## src/rtl/branch_redirect_ctrl.sv

```systemverilog
// Front-end redirect sequencer: after a taken branch resolves, steers the PC to the
// latched target, squashes wrong-path stages for a fixed window and keeps branch statistics.
module branch_redirect_ctrl #(
    parameter int ADDR_WIDTH   = 32,
    parameter int FLUSH_CYCLES = 2,
    parameter int CNT_WIDTH    = 16
) (
    input  logic                  clk,
    input  logic                  reset,
    input  logic                  branch_valid_i,
    input  logic                  branch_taken_i,
    input  logic [ADDR_WIDTH-1:0] target_addr_i,
    input  logic                  fetch_ready_i,
    input  logic                  clear_stats_i,
    output logic                  pc_sel_o,
    output logic                  pc_write_o,
    output logic [ADDR_WIDTH-1:0] redirect_addr_o,
    output logic                  flush_o,
    output logic                  stall_o,
    output logic                  busy_o,
    output logic [CNT_WIDTH-1:0]  branch_count_o,
    output logic [CNT_WIDTH-1:0]  taken_count_o
);

    localparam logic [1:0] IDLE     = 2'd0;
    localparam logic [1:0] REDIRECT = 2'd1;
    localparam logic [1:0] FLUSH    = 2'd2;

    // The redirect cycle itself is the first flush cycle, so the counter covers the rest.
    localparam logic [3:0] FLUSH_LOAD = 4'((FLUSH_CYCLES > 1) ? (FLUSH_CYCLES - 2) : 0);
    localparam logic [CNT_WIDTH-1:0] CNT_ONE = CNT_WIDTH'(1);

    logic [1:0]            state_reg, state_next;
    logic [3:0]            flush_cnt_reg, flush_cnt_next;
    logic [ADDR_WIDTH-1:0] addr_reg, addr_next;
    logic [CNT_WIDTH-1:0]  branch_cnt_reg, branch_cnt_next;
    logic [CNT_WIDTH-1:0]  taken_cnt_reg, taken_cnt_next;
    logic                  accept;

    // Strobes outside IDLE come from wrong-path instructions and are dropped entirely.
    assign accept = (state_reg == IDLE) && branch_valid_i;

    always_comb begin
        state_next     = state_reg;
        flush_cnt_next = flush_cnt_reg;
        addr_next      = addr_reg;
        case (state_reg)
            IDLE: begin
                if (branch_valid_i && branch_taken_i) begin
                    addr_next  = {target_addr_i[ADDR_WIDTH-1:1], 1'b0};
                    state_next = REDIRECT;
                end
            end
            REDIRECT: begin
                if (fetch_ready_i) begin
                    if (FLUSH_CYCLES == 1) begin
                        state_next = IDLE;
                    end else begin
                        flush_cnt_next = FLUSH_LOAD;
                        state_next     = FLUSH;
                    end
                end
            end
            FLUSH: begin
                if (flush_cnt_reg == 4'd0) begin
                    state_next = IDLE;
                end else begin
                    flush_cnt_next = flush_cnt_reg - 4'd1;
                end
            end
            default: state_next = IDLE;
        endcase
    end

    always_comb begin
        branch_cnt_next = branch_cnt_reg;
        taken_cnt_next  = taken_cnt_reg;
        if (clear_stats_i) begin
            branch_cnt_next = '0;
            taken_cnt_next  = '0;
        end else if (accept) begin
            if (!(&branch_cnt_reg)) begin
                branch_cnt_next = branch_cnt_reg + CNT_ONE;
            end
            if (branch_taken_i && !(&taken_cnt_reg)) begin
                taken_cnt_next = taken_cnt_reg + CNT_ONE;
            end
        end
    end

    always_ff @(posedge clk or negedge reset) begin
        if (!reset) begin
            state_reg      <= IDLE;
            flush_cnt_reg  <= 4'd0;
            addr_reg       <= '0;
            branch_cnt_reg <= '0;
            taken_cnt_reg  <= '0;
        end else begin
            state_reg      <= state_next;
            flush_cnt_reg  <= flush_cnt_next;
            addr_reg       <= addr_next;
            branch_cnt_reg <= branch_cnt_next;
            taken_cnt_reg  <= taken_cnt_next;
        end
    end

    assign pc_sel_o        = (state_reg == REDIRECT);
    assign pc_write_o      = (state_reg == REDIRECT) && fetch_ready_i;
    assign stall_o         = (state_reg == REDIRECT) && !fetch_ready_i;
    assign flush_o         = (state_reg == REDIRECT) || (state_reg == FLUSH);
    assign busy_o          = (state_reg != IDLE);
    assign redirect_addr_o = addr_reg;
    assign branch_count_o  = branch_cnt_reg;
    assign taken_count_o   = taken_cnt_reg;

endmodule

```

## config.mk

```make
export PLATFORM = sky130hd
export DESIGN_NAME = branch_redirect_ctrl
export DESIGN_NICKNAME = d
export VERILOG_FILES = /design/src/rtl/branch_redirect_ctrl.sv
export SDC_FILE = /design/constraint.sdc
export NUM_CORES = 1
export LEC_CHECK = 0
export ABC_AREA = 1
export BUFFER_PORTS_ARGS = -buffer_cell sky130_fd_sc_hd__buf_2
export CAP_MARGIN = 10
export CORE_MARGIN = 1.5
export CORE_UTILIZATION = 25
export CTS_BUF_LIST = sky130_fd_sc_hd__clkbuf_2 sky130_fd_sc_hd__clkbuf_4 sky130_fd_sc_hd__clkbuf_8
export DETAILED_ROUTE_END_ITERATION = 12
export PLACE_DENSITY = 0.5
export SLEW_MARGIN = 15
export SYNTH_ARGS = -nofsm -noshare
export SYNTH_HDL_FRONTEND = slang
export SYNTH_SLANG_ARGS = --single-unit
```

## constraint.sdc

```tcl
create_clock -name clk -period 1.8 [get_ports clk]
set_clock_uncertainty 0.15 [all_clocks]
set_input_delay 0.18 -clock clk [delete_from_list [all_inputs] [get_ports clk]]
set_output_delay 0.18 -clock clk [all_outputs]
set_load 0.02 [all_outputs]
```

==> results.cfg <==
[final_layout]
final_core_utilization = 0.373
fill_cells = 1517
multi_input_area_sq_um = 1870
largest_reg_flops = 31
fin_nets = 702
drive_gt1_frac = 0.326
flow.area_growth_from_synthesis_pct = 46.6
seqCellArea_sq_um = 1730
n_antenna_cell = 0

[flow_run]
drv_cap = 0

[logic_synthesis]
synth-simple-area-share = 0.352
synthAdderAreaFrac = 0.0238
synthCells = 478
synth_edf_count = 0
synth_cell_type_count = 28
syn-cell-area_sq_um = 3670
syn_avg_cell_area_sq_um = 7.69
synth_top_family_by_area = simple AND/OR/NAND/NOR gates
synth_most_common_cell = nand2_1
yosys.area.top_type = dfrtp_1
synth_commonest_cells = nand2_1 (203), dfrtp_1 (69), nor2_1 (35), nand3_1 (34), inv_1 (31)
seq_area_frac_synth = 0.470
synth_compound_area_frac = 0.0824
synth_ff_type = dfrtp_1
ys_top_cells_by_area = dfrtp_1 (47%), nand2_1 (21%), nand3_1 (4.6%), nor2_1 (3.6%), inv_1 (3.2%)
synth_fp_nets = 523
ys_ff_latch = 69
synthArstFlopShare = 1.00
yosys_warnings = 0
synth_xor_area_frac = 0.0119
yosysTopAreaCellShare = 0.470
yosys-mux-area-fraction = 0

[timing]
drv_slew = 0
hold_viol = 0
max_freq_ghz = 0.573
max_slew_margin = 0.617
worstMarginPinSlew_ps = 575
final-setup-viol-count = 0
period_needed_ps = 1740
period_share = 0.969

[power]
vdd_ir_drop_max_mv = 0.678
p_sw_frac = 0.417
switchingPower_uw = 2460
p_comb_frac = 0.410
p_total_uw = 5890
p_int_uw = 3430
clkPwrFrac = 0.217
leakage_uw = 0.00274
seqPwrFrac = 0.373
p_per_area_nw_per_um2 = 1090

[placed_design]
io_buffers = 104
routabilityCongestion = 0.766
dp_hpwl_um = 7230

[floorplanning]
die-area_sq_um = 15400
core_sq_um = 14400
ios = 107
die_h_um = 124
start_util = 0.255
rows = 44
die_x_um = 124

[global_routing]
grt_pass1_vias = 3577
gr-total-overflow = 0
grt_pass1_wl_um = 16600
antenna_found_initial = 0
gr-usage-all-layers = 0.134
grt_start_max_net_pins = 32

[route]
vias = 3663
drt_first_pass_iters = 4
routed_via_density = 4.33
wire_per_inst_um = 12.8
drt-initial-drc-count = 149
ant_nets = 0
totalWireLength_um = 10800
route.detailed.drc = 0

[setup_path]
path_class = reg -> reg
worstSetupStartpointType = flop
worstPathArrival_ps = 1870
cp.required_ps = 1920
path_max_fanout = 5
startpoint = taken_count_o[0]
endpoint_kind = flop
regToRegStartpoint = taken_count_o[0]

[clock_network]
clkSlewWorstSetupHoldPaths_ps = 90
clock_sinks = 69
clk_path_buf_depth = 2
cts_tree = done
clk_latency_ps = 370
ctsHtreeMaxLevel = 3
cts_made_buffers = 9
cts_root_buf = clkbuf_8

[worst_hold_path]
hp-class = in -> reg
hp-start = clear_stats_i

[status]
outcome = finished, final reports clean
## layer usage
layer,up-vias,share of wire,track usage,routed length (um)
met2,83,0.49,0.229,5340
li1,1878,-,-,-
met5,-,0,0,0
met4,0,0.0080,0.0419,86
met1,1696,0.44,0.153,4730
met3,6,0.060,0.0530,644
## placed cells by master (no fill, tap or decap), drive strengths merged
| cell | instances |
|---|---|
| nand2 | 212 |
| buf | 146 |
| dfrtp | 69 |
| nor2 | 45 |
| inv | 37 |
| nand3 | 34 |
| dlygate4sd3 | 32 |
| o21ai | 32 |
| clkbuf | 11 |
| nand4 | 10 |
| o21bai | 9 |
| ha | 7 |
| a21oi | 5 |
| xor2 | 5 |
| or2 | 3 |
| clkinvlp | 2 |
| o32ai | 1 |
| nor3 | 1 |
| conb | 1 |
## cell type report
cell class,instances,share of cell area
clock buffer,10,0.0256
clock inverter,6,0.00976
inverter,33,0.0230
multi-input combinational,365,0.348
sequential,69,0.321
tap,184,0.0427
timing repair buffer,179,0.230
## worst max-delay path: stages (launching register included)
cell       delay [ps]
dfrtp_1           420
ha_4              180
nand2_4            70
nor2_4             90
nand2_2            90
nor2_4            130
nor2_4             50
nor2_4            200
clkbuf_16         190
o21ai_1            60
## power groups by stage
stage               sequential [uW]  clock [uW]  combinational [uW]
floorplan                      2640           0                 940
global placement               2190           0                2150
detailed placement             2210           0                2180
CTS                            2190        1340                2260
global route                   2240        1410                2660
finish                         2200        1280                2420
## what timing repair did
action,4_1_cts,5_1_grt
buffers inserted,0,6
setup endpoints to repair,2,55
pin swaps,1,3
endpoints found under the hold margin,49,0
gates resized for setup,8,23
gates cloned,0,5
hold buffers,32,0
## final timing paths
path | end | slack, ps | cells past startpoint
setup / recovery | taken_count_o[10] | 60 | 9
hold / removal | taken_count_o[5] | 80 | 4
setup reg to reg | taken_count_o[10] | 60 | 9
hold reg to reg | redirect_addr_o[2] | 320 | 2
max in group asynchronous | branch_count_o[1] | 760 | 3
min in group asynchronous | taken_count_o[7] | 170 | 2
## kinds of logic after synthesis
kind of cell / count (synthesis)
compound gates: 47
xor+xnor: 5
fa+ha+maj: 7
buf+inv: 47
flops: 69
other cells: 1
simple gates: 302
## through the flow
step                      setup TNS, ps  instances  hold WS, ps  cell area [sq um]  setup WS, ps
final                                 0        846         84.4               5390          55.4
after global routing               -161        846          102               5390         -26.1
after CTS                             0        835         40.2               5180          31.4
after detailed placement              0        787         61.1               4640          6.63
after global placement                0        787         50.4               4640          41.5
after floorplan                       0        478         -266               3680          39.7
Power figures use the tool's default switching activity.
